**src/rtl/shift_seq32.sv**
```systemverilog
`default_nettype none
// ============================================================================
// Module      : shift_seq32
// Description : Multi-cycle 32-bit shifter. Consumes the requested shift
//               amount (0-31) in steps of at most 3 positions per clock,
//               applying each step to a working register that is also the
//               result output. Supports LSL, LSR and ASR.
//               Optional build macro SHIFT_SEQ32_ROR_EN: when defined, op=11
//               is rotate-right; when undefined, op=11 behaves as LSR.
// Revision    : 1.0 - initial release
// ============================================================================
module shift_seq32 #(
  parameter int STEP_BITS = 2  // per-cycle step width; only 2 is supported
) (
  input  logic        clk,
  input  logic        reset,
  input  logic        start,
  input  logic [1:0]  op,
  input  logic [4:0]  shamt,
  input  logic [31:0] d_in,
  output logic [31:0] d_out,
  output logic        busy,
  output logic        done
);

  localparam logic [1:0] OP_LSL = 2'b00;
  localparam logic [1:0] OP_ASR = 2'b10;
`ifdef SHIFT_SEQ32_ROR_EN
  localparam logic [1:0] OP_ROR = 2'b11;
`endif

  // Largest distance one step may cover, widened to the counter width
  localparam logic [4:0] MAX_STEP = 5'((1 << STEP_BITS) - 1);

  typedef enum logic [1:0] {
    ST_IDLE  = 2'd0,
    ST_SHIFT = 2'd1,
    ST_DONE  = 2'd2
  } state_t;

  state_t                 state;
  logic [4:0]             cnt;       // shift positions still to apply
  logic [1:0]             op_r;      // operation captured at the accepting edge
  logic [STEP_BITS-1:0]   step;      // positions applied on this edge
  logic                   last_step; // this edge consumes the remainder
  logic [31:0]            shifted;   // working register after this step

  // Step size is the remaining count, clamped to the per-cycle maximum
  always_comb begin
    last_step = (cnt <= MAX_STEP);
    step      = last_step ? cnt[STEP_BITS-1:0] : MAX_STEP[STEP_BITS-1:0];
  end

  // One combinational shift stage of 0..MAX_STEP positions
  always_comb begin
    shifted = d_out >> step;
    case (op_r)
      OP_LSL:  shifted = d_out << step;
      OP_ASR:  shifted = $signed(d_out) >>> step;
`ifdef SHIFT_SEQ32_ROR_EN
      // Bits leaving the bottom re-enter at the top; a zero step shifts the
      // left term out completely, leaving the value unchanged
      OP_ROR:  shifted = (d_out >> step) | (d_out << (32 - int'(step)));
`endif
      default: shifted = d_out >> step;  // LSR (and op=11 without rotate)
    endcase
  end

  // Sequencer: accept in IDLE, iterate steps in SHIFT, pulse done in DONE
  always_ff @(posedge clk or posedge reset) begin
    if (reset) begin
      state <= ST_IDLE;
      d_out <= 32'd0;
      cnt   <= 5'd0;
      op_r  <= 2'b00;
      busy  <= 1'b0;
      done  <= 1'b0;
    end else begin
      case (state)
        ST_IDLE: begin
          done <= 1'b0;
          if (start) begin
            d_out <= d_in;
            cnt   <= shamt;
            op_r  <= op;
            busy  <= 1'b1;
            state <= ST_SHIFT;
          end
        end
        ST_SHIFT: begin
          // step never exceeds cnt, so the counter cannot wrap
          d_out <= shifted;
          cnt   <= cnt - {{(5 - STEP_BITS){1'b0}}, step};
          if (last_step) begin
            busy  <= 1'b0;
            done  <= 1'b1;
            state <= ST_DONE;
          end
        end
        ST_DONE: begin
          done  <= 1'b0;
          state <= ST_IDLE;
        end
        default: begin
          busy  <= 1'b0;
          done  <= 1'b0;
          state <= ST_IDLE;
        end
      endcase
    end
  end

endmodule
`default_nettype wire

```
**config.mk**
```make
export PLATFORM = sky130hd
export DESIGN_NAME = shift_seq32
export DESIGN_NICKNAME = d
export VERILOG_FILES = /design/src/rtl/shift_seq32.sv
export SDC_FILE = /design/constraint.sdc
export NUM_CORES = 1
export LEC_CHECK = 0
export ABC_AREA = 1
export BUFFER_PORTS_ARGS = -buffer_cell sky130_fd_sc_hd__buf_2
export CAP_MARGIN = 20
export CORE_ASPECT_RATIO = 0.5
export CORE_MARGIN = 1.5
export CORE_UTILIZATION = 25
export CTS_CLUSTER_SIZE = 25
export DETAILED_ROUTE_END_ITERATION = 8
export GPL_ROUTABILITY_DRIVEN = 0
export PLACE_DENSITY_LB_ADDON = 0.3
export RECOVER_POWER = 100
export SLEW_MARGIN = 20
export SYNTH_ARGS = -nofsm -noshare
export SYNTH_HDL_FRONTEND = slang
export SYNTH_SLANG_ARGS = --single-unit
```
**constraint.sdc**
```tcl
create_clock -name clk -period 3.38 [get_ports clk]
set_clock_uncertainty 0.1 [all_clocks]
set_input_delay 0.338 -clock clk [delete_from_list [all_inputs] [get_ports clk]]
set_output_delay 0.338 -clock clk [all_outputs]
set_load 0.02 [all_outputs]
```
# After elaboration in Yosys (flattened, before gate mapping)
# Index checks and enable logic that the tools add are counted.
[op_classes]
add_sub_neg = 1
n_lt_le_gt_ge = 1
eq_ne = 5
shifts = 3
n_mux = 14
n_bitwise = 1
reduce_logical = 7
[op_table]
columns = ["cell", "n"]
rows = [
  ["$pmux 32 s2", 2],
  ["$mux 32", 1],
  ["$shl 32x2->32", 1],
  ["$shr 32x2->32", 1],
  ["$sshr 32x2->32", 1],
  ["$pmux 5 s2", 1],
  ["$mux 2", 3],
  ["$reduce_and 2->1", 3],
  ["$le 5x2->1 const B", 1],
  ["$mux 5", 1],
  ["$sub 5x2->5", 1],
  ["$eq 2x2->1 const B", 2],
  ["$logic_not 2->1", 2],
  ["$mux 1", 4],
  ["$ne 2x2->1 const B", 2],
  ["$pmux 2 s2", 1],
  ["$pmux 1 s3", 1],
  ["$reduce_and 3->1", 1],
  ["$eq 2x1->1 const B", 1],
  ["$reduce_bool 2->1", 1],
  ["$not 1->1", 1],
]
[totals]
regBits = 43
inputBits = 42
out_inout_bits = 34
wordCells = 38

# Longest topological paths before layout
# Gate-level depths: netlist of run 1.
[depth]
depth_word = 5
ltp_mapped = 12
ltp_nobuf = 12

# Least setup slack after synthesis of run 1
# No wires, ideal clock.
[synth_path]
path_kind = "reg-to-reg"
from = "register cnt[4]"
to = "register d_out[11]"
setup_time_ns = 0.117
t_arrival_ns = 1.457
required_ns = 3.163
path_slack_ns = 1.706
stages_incl_launch_ff = 13
n_path_buf = 2
period_less_slack_ns = 1.674
path_cell_list = "dfrtp_1 -> nor2_4 -> nand3_2 -> inv_2 -> buf_4 -> buf_6 -> nand2_1 -> o21ai_1 -> o21ai_1 -> nor2_1 -> nand2_1 -> nand2_1 -> nand2_1"
[synth_via]
elab_chain_len = 5
word_cells_on_any_way = 7
classes_between = "order compare (1); shift (3); mux (3)"
[synth_rtl]
columns = ["element", "line", "text"]
rows = [
  ["start, declared", "42", "logic [4:0] cnt;"],
  ["start signal, assigned", "84", "cnt <= shamt;"],
  ["start signal, assigned", "93", "cnt <= cnt - {{(5 - STEP_BITS){1'b0}}, step};"],
  ["$le 5x2->1 (*)", "50", "last_step = (cnt <= MAX_STEP);"],
  ["$mux 2 (*)", "51", "step = last_step ? cnt[STEP_BITS-1:0] : MAX_STEP[STEP_BITS-1:0];"],
  ["$shr 32x2->32, or another cell as far along", "65", "default: shifted = d_out >> step;"],
  ["$pmux 32 s2 (*)", "57", "case (op_r)"],
  ["$pmux 32 s2 (*)", "79", "case (state)"],
  ["end signal, assigned", "83", "d_out <= d_in;"],
  ["end signal, assigned", "92", "d_out <= shifted;"],
  ["end, declared", "21", "output logic [31:0] d_out,"],
]
# Every way passes the cells marked *; elsewhere a longest branch is shown, timed or not.
# A chain may end at the register's enable or synchronous reset.

# Worst setup path after layout of run 1
[layout_path]
from = "register cnt[4]"
to = "register d_out[1]"
# Same word-level chain as after synthesis.

==> metrics, run 1 <==
gr usage total=15.5%; Psw=2870 uW; drt wl/cell=approximately 13 um; synth warn=0; drt drc=0; Slew headroom=40.5%; worst slew pin tran=0.890 ns; ANT nets after route=0; Tightest Hold Check Type=in2reg; total number of vias=4120; IO buf count=75; Root Buffer=clkbuf_16; Post-synth top cells=nand2_1, nor2_1, nand3_1; Top FF cell, synth=dfrtp_1; Max Slew Vio Count=0; Die H=87.9 um; Req. time, crit path=between 3 and 4 ns; crit path kind=reg2reg; Synth Net Count=668; Clock power frac=10.1%; P_int=2150 uW; CTS tree=done; Initial Utilization=26.1%; CTS Buf Count=5; Mean Syn Cell Area=5.77 um^2; GRT overflow=0; Core Region=13800 um^2; CP startpoint kind=flip-flop; largest net degree at the start of global routing=between 60 and 70; Area Overhead vs Synth=17.4%; Crit path arrival time=2.71 ns; row count=30; drt first pass iters=4; H-tree Lvls=2; sw frac=57.2%; pwr dens=1190 nW/um^2; antenna diode count=0; Logic pwr share=67.8%; crit-path max FO=23; Leakage=0.00208 uW; Clock Latency Late Sink=about 0.29 ns; Top Ports=76; CTS resizes=0; DRT Wirelength=11.4 mm; Final Hold Violating Endpoints=0; Mapped Cells=625; Mapped Area=3600 um^2; vias per inst=4.71; initial antenna violation count=0; Clk pin slew, worst setup/hold paths=0.06 ns; cts hold-fix bufs=0; Post-synth EDFFs=0; CTS Buffer Depth=2; top-count cell post-synth=nand2_1; Unique masters post-synth=32; maxcap violations=0; most area-hungry cell type in the Yosys netlist=dfrtp_1; Post-CTS Setup Bufs=0; status=completed; Crit. End Element=flip-flop; period utilization=between 70% and 80%; Die W=173 um; first-pass GRT wire length=19.2 mm; register area share after synthesis=29.9%; initial DRC count=approximately 200; vias in the first global route=3874; Final setup viols=0; clk sinks=43; crit path time final=2.66 ns; hold slack=0.190 ns; die area=15200 um^2; Async S/R FF share, synth=100%; Max Freq=376 MHz; fin nets=726; Sum Neg Setup Slack=0 ns; RSZ-0062 raised after global routing=false; VDD IR-drop max=444 uV; Yosys reg bits=43; DP Wirelength=7.77 mm; share of cells above drive strength 1=9.66%; top post-synthesis cells by area=dfrtp_1, nand2_1, nor2_1, nand3_1, o21ai_0; top-area cell type share of the netlist area=29.9%; sequential share of power=approximately 22%
## worst max-delay path, stage by stage, from the launching register on
cell	delay, ns
dfrtp_1	0.40
nor2_1	0.38
nand2_2	0.15
nor2_1	0.16
nand2_1	0.54
inv_1	0.46
nand3_1	0.11
o211ai_1	0.12
a21oi_1	0.08
## sequential cells by signal (all words and copies together), names as in the netlist
register,count
busy,1
cnt,5
done,1
d_out,32
op_r,2
state,2
## path summary, 6_finish.rpt
check | startpoint | end | slack, ns | cells past startpoint
max | cnt[4] | d_out[1] | 0.72 | 8
max reg2reg | cnt[4] | d_out[1] | 0.72 | 8
max in group asynchronous | reset | d_out[12] | 1.99 | 4
min in group asynchronous | reset | d_out[31] | 0.59 | 3
min reg2reg | d_out[5] | d_out[5] | 0.41 | 2
min | shamt[0] | cnt[0] | 0.19 | 3
## area by class of cell
cell class	instances	area, um^2
fillers	1630	9580
multi-input cells	504	2180
flip-flops and latches	43	1080
repair buffers	87	430
well taps	192	240
inverters	42	158
clock buffers	6	139
clock inverters	1	5.00
## cells in the final DEF, fill, tap and decap left out, types with 2 or more instances in the layout
cell / n
nand2_1: 217
nand4_1: 4
o21ai_0: 52
o21a_1: 3
buf_2: 41
inv_1: 41
nand2_2: 3
a31oi_1: 2
nor2_1: 112
o21ai_1: 27
clkbuf_1: 36
buf_4: 8
a21boi_0: 2
or2_2: 3
o22ai_1: 3
o211ai_1: 4
a21oi_1: 17
nand3_1: 47
clkbuf_16: 5
dfrtp_1: 43
## cells by family (layout without fill, tap and decap cells)
kind of cell	Yosys count	count (layout)	synth area share, %
AND/OR/NAND/NOR	388	388	43.5
AO/OA/AOI/OAI	114	114	16.9
buffers and inverters	78	136	9.06
flip-flops	43	43	29.9
adder cells (fa/ha/maj)	1	1	0.347
multiplexers	1	1	0.312
## power by group through the flow
stage               clock network (uW)  registers (uW)  logic [uW]
floorplan                            0            1290        2430
CTS                                525            1120        3530
finish                             508            1110        3410
global route                       545            1160        3950
global placement                     0            1130        3480
detailed placement                   0            1130        3510
## metrics by stage
| step | instances | util (%) | worst slack [ns] | total power [uW] | instance area, um^2 |
|---|---|---|---|---|---|
| after detailed placement | 866 | 29.9 | 1.15 | 4640 | 4130 |
| after global placement | 866 | 29.9 | 1.18 | 4610 | 4130 |
| after floorplan | 625 | - | 1.71 | 3720 | 3600 |
| final | 875 | 30.6 | 0.723 | 5020 | 4230 |
| after global routing | 875 | 30.6 | 0.440 | 5650 | 4230 |
| after CTS | 873 | 31.0 | 1.14 | 5170 | 4280 |
## metal layers
metal	share of wire [%]	vias up	track usage [%]
met1	50	1896	21.6
met2	45	101	25.4
li1	-	2117	-
met3	4.3	6	2.91
met5	0	-	0
met4	0.68	0	2.92
No activity file was read; power rests on OpenSTA's default activity.
==> run 2, diff against run 1 <==
Clock period 3.38 ns to 2.2 ns, I/O delays scaled along.
==> run 2 against run 1 <==
Effect of this change: via count is 0.51% lower; cell count is 0.69% higher; first-iteration DRC count is 11% lower; critical path depth is 2 higher; power is 57% higher; sequential share of layout area is 0.46 points lower; design area is 1.9% higher; maximum frequency is 35% higher; die area stayed put; clock-buffer cell count is 1 higher; critical path type unchanged.
==> metrics, run 2 (synthesis results as in run 1) <==
status=completed; crit-path max FO=11; Req. time, crit path=2.28 ns; Crit. End Element=flip-flop; crit path time final=between 1.5 and 2 ns; wl on met1=roughly 5.8 mm; critical path cell sequence=nor2_4 -> nand2_2 -> inv_2 -> nand2_2 -> nand2_2 -> inv_1 -> a21oi_1 -> nand3_1 -> nand2_1 -> nand2_1; commonest non-fill, non-tap cell in the layout=nand2_1; Crit path top cell by count=nand2_2; drt drc=0; Core Region=13800 um^2; vias in the first global route=between 3000 and 4000; Clock Latency Late Sink=0.29 ns; DP Cell Count=around 870; pwr dens=1830 nW/um^2; Critical path buffers and inverters=2; max reg flops=32; Die W=173 um; drt first pass iters=4; Max Freq=~510 MHz; Worst path slowest cell=dfrtp_1; Leakage=0.00210 uW; wire length on met2=5.09 mm; CP startpoint kind=flip-flop; Initial Utilization=a little over a quarter; Reg with most FFs=d_out; Die H=87.9 um; Post-CTS Setup Bufs=0; Placed Area=4230 um^2; DP Wirelength=8.09 mm; CTS tree=done; Crit path arrival time=2.05 ns; GRT overflow=0; CTS Buf Count=5; IO buf count=75; RSZ-0062 raised after global routing=false; Top Ports=76; Crit path max-delay family=simple AND/OR/NAND/NOR gates; gr usage total=around 16%; H-tree Lvls=2; initial DRC count=182; Top Metal Used=met4; crit path kind=reg2reg; largest net degree at the start of global routing=61; DR WL met3=approximately 560 um; die area=15200 um^2; Final Hold Violating Endpoints=0; first-pass GRT wire length=19.2 mm; Max Slew Vio Count=0; share of cells above drive strength 1=10.6%; fin cells=881; Clk pin slew, worst setup/hold paths=0.07 ns; antenna diode count=0; vias per inst=4.65; fin nets=731; CTS Buffer Depth=2; top flop regs=d_out (32), cnt (5); Sum Neg Setup Slack=0 ns; ANT nets after route=0; Area Overhead vs Synth=19.6%; worst slew pin tran=about 0.91 ns; total number of vias=4099; initial antenna violation count=0; maxcap violations=0; VDD IR-drop max=657 uV; Slew headroom=39.1%; Max stage delay on crit path=roughly 0.43 ns; clk sinks=43; Root Buffer=clkbuf_16; period utilization=about nine tenths; post-route cell area=4310 um^2; FILL cells=roughly 1600; DRT Wirelength=11.5 mm; drt wl/cell=13.0 um; leading cell types in the layout, fill and taps excluded=nand2_1, nor2_1, o21ai_0, nand3_1, dfrtp_1; row count=30; Tightest Hold Check Type=in2reg; Final setup viols=0
## run 2: cell count changes in the layout (fill, tap and decap cells not counted), moves of 2 or more
| cell | previous run | this run |
|---|---|---|
| buf_12 | 1 | 4 |
| clkbuf_1 | 36 | 38 |
| nor2_1 | 112 | 110 |
| nor2_4 | 0 | 2 |
## run 2: what timing repair did
item | CTS | global route
resized for setup | 0 | 0
hold endpoints to repair | 19 | 0
hold buffers | 1 | 0
## run 2: layout make-up
| type | instances | area, um^2 | share of cell area, % |
|---|---|---|---|
| clock buffer | 7 | 133 | 3.08 |
| timing repair buffer | 92 | 503 | 11.7 |
| multi-input combinational | 504 | 2200 | 50.9 |
| clock inverter | 1 | 5.00 | 0.116 |
| tap | 192 | 240 | 5.57 |
| sequential | 43 | 1080 | 25.0 |
| inverter | 42 | 158 | 3.66 |
## run 2: final timing paths
check / startpoint / to / slack [ns] / cells past startpoint
worst min-delay path: op[1] / op_r[1] / 0.07 / 2
worst max register to register: cnt[4] / d_out[25] / 0.23 / 10
max in group asynchronous: reset / d_out[12] / 0.79 / 4
worst min register to register: d_out[5] / d_out[5] / 0.41 / 2
worst max-delay path: cnt[4] / d_out[25] / 0.23 / 10
min in group asynchronous: reset / d_out[28] / 0.57 / 3
## run 2: routing by layer
metal	vias to the layer above	global-route usage, %
met2	101	26.0
met5	-	0
li1	2129	-
met3	5	3.13
met1	1864	21.3
met4	0	2.45
## run 2: stage by stage
stage               hold WS, ns  setup WS [ns]  power [uW]  util [%]
global placement          0.185          0.306        7280      30.6
CTS                      0.0698          0.224        8100      31.7
global route             0.0865         0.0252        8870      31.2
finish                   0.0679          0.232        7890      31.2
floorplan                 0.265          0.526        5710         -
detailed placement        0.179          0.243        7300      30.6
## run 2: worst register-to-register path, delay by kind of cell, from the launching register on
| kind | cells | cell delay (ns) |
|---|---|---|
| buffers and inverters | 2 | 0.34 |
| AND/OR/NAND/NOR | 7 | 0.82 |
| AO/OA/AOI/OAI | 1 | 0.19 |
| flip-flops | 1 | 0.43 |
## run 2: power breakdown
part | internal (uW) | leakage (uW) | switching, uW
Clock | 421 | 0.0000679 | 337
Sequential | 1230 | 0.000515 | 474
Combinational | 1770 | 0.00152 | 3660
==> run 3, diff against run 2 <==
Settings changed: HOLD_SLACK_MARGIN set to 0.12, PLACE_DENSITY_LB_ADDON 0.3 to 0.15.
==> run 3 against run 2 <==
Effect of this change: via count is 0.71% higher; register-to-register slack worse by 0.03 ns; first-iteration DRC count is 60% higher; critical path depth stayed put; highest routed layer unchanged.
==> metrics, run 3 (synthesis results as in run 1) <==
status=completed; pwr dens=around 1800 nW/um^2; Req. time, crit path=2.29 ns; antenna diode count=0; DP Cell Count=873; Core Region=13800 um^2; Leakage=0.00212 uW; drt first pass iters=4; DP Wirelength=8.44 mm; largest net degree at the start of global routing=just under 60; period utilization=90.9%; IO buf count=75; Clock power frac=about a tenth; DRT Wirelength=12.0 mm; Slew headroom=29.2%; first-pass GRT wire length=about 20 mm; drt wl/cell=between 10 and 15 um; clk sinks=43; crit path time final=2.00 ns; Logic pwr share=68.8%; Top Ports=between 70 and 80; Sum Neg Setup Slack=0 ns; sw frac=57.2%; Psw=4570 uW; vias per inst=around 4.6; Clk pin slew, worst setup/hold paths=0.07 ns; die area=15200 um^2; commonest non-fill, non-tap cell in the layout=nand2_1; vias in the first global route=a little under 4000; ANT nets after route=0; total number of vias=about 4100; fin cells=888; gr usage total=16.2%; CTS tree=done; max reg flops=32; WHS Path Cells=3; row count=30; Initial Utilization=26.1%; R2R depth=10; Area Overhead vs Synth=21.5%; CTS resizes=0; VDD IR-drop max=565 uV; CTS Buffer Depth=2; crit-path max FO=11; sequential share of power=between 20% and 30%; Final Hold Violating Endpoints=0; fin nets=738; P_int=3430 uW; Clock Latency Late Sink=0.29 ns; Root Buffer=clkbuf_16; Max Slew Vio Count=0; Reg with most FFs=d_out; CTS Buf Count=5; drt drc=0; RSZ-0062 raised after global routing=false; Hold EP=cnt[1]; flop-to-flop setup slack=0.20 ns; Crit path arrival time=between 2 and 2.5 ns; Max Freq=500 MHz; maxcap violations=0; Tightest Hold Check Type=in2reg; crit path kind=reg2reg; H-tree Lvls=2; initial DRC count=292; share of cells above drive strength 1=11.1%; GRT overflow=0; worst slew pin tran=1.06 ns; initial antenna violation count=0; top flop regs=d_out (32), cnt (5); leading cell types in the layout, fill and taps excluded=nand2_1, nor2_1, nand3_1, o21ai_0, dfrtp_1; Crit. End Element=flip-flop; CP startpoint kind=flip-flop; HP Start=shamt[1]; Die H=~90 um; FF-to-FF Start=cnt[4]; Final setup viols=0; RR Endpoint=d_out[28]; Die W=173 um
## run 3: power groups by stage
| stage | clock network (uW) | registers (uW) | logic (uW) |
|---|---|---|---|
| floorplan | 0 | 1980 | 3730 |
| global placement | 0 | 1730 | 5670 |
| detailed placement | 0 | 1730 | 5660 |
| CTS | 801 | 1720 | 5700 |
| global route | 839 | 1800 | 6340 |
| finish | 774 | 1720 | 5500 |
## run 3: repair_timing
| action | 4_1_cts | 5_1_grt |
|---|---|---|
| hold buffers | 7 | 0 |
| setup buffers | 0 | 0 |
| endpoints found under the hold margin | 28 | 0 |
## run 3: worst max-delay path, cell delays in order (launching register included)
cell and delay (ns):
dfrtp_1 0.43, nor2_4 0.20, nand2_2 0.12, inv_2 0.12, nand2_2 0.09, nand2_2 0.23
inv_1 0.20, a21oi_1 0.22, nand3_1 0.10, nand2_1 0.06, nand2_1 0.04
## run 3: stage by stage
step / setup WS [ns] / power (uW) / instance area [um^2] / hold slack [ns] / util, %
global placement: 0.291 / 7400 / 4240 / 0.224 / 30.7
floorplan: 0.526 / 5710 / 3600 / 0.265 / -
CTS: 0.211 / 8220 / 4450 / 0.122 / 32.2
global route: 0.0387 / 8970 / 4380 / 0.154 / 31.7
finish: 0.200 / 8000 / 4380 / 0.129 / 31.7
detailed placement: 0.230 / 7400 / 4240 / 0.230 / 30.7
## run 3: worst max-delay path by stage
stage / from / to / slack [ns] / cells after the start
floorplan: cnt[4] / d_out[11] / 0.53 / 12
global placement: cnt[4] / d_out[23] / 0.29 / 10
detailed placement: cnt[4] / d_out[23] / 0.23 / 10
CTS: cnt[4] / d_out[23] / 0.21 / 10
global route: cnt[4] / d_out[23] / 0.04 / 10
finish: cnt[4] / d_out[28] / 0.20 / 10
## run 3: cell type report
class	count	area, um^2
clock buffers	6	129
clock inverters	2	12.5
fillers	1585	9430
inverters	42	158
multi-input cells	504	2200
flip-flops and latches	43	1080
well taps	192	240
repair buffers	99	561
## run 3: routing by layer
layer / vias up / global-route usage, % / routed length [um]
met3: 12 / 3.21 / 470
met4: 0 / 3.64 / 140
met5: - / 0 / 0
met1: 1889 / 23.4 / 6470
met2: 76 / 24.9 / 4950
li1: 2151 / - / -
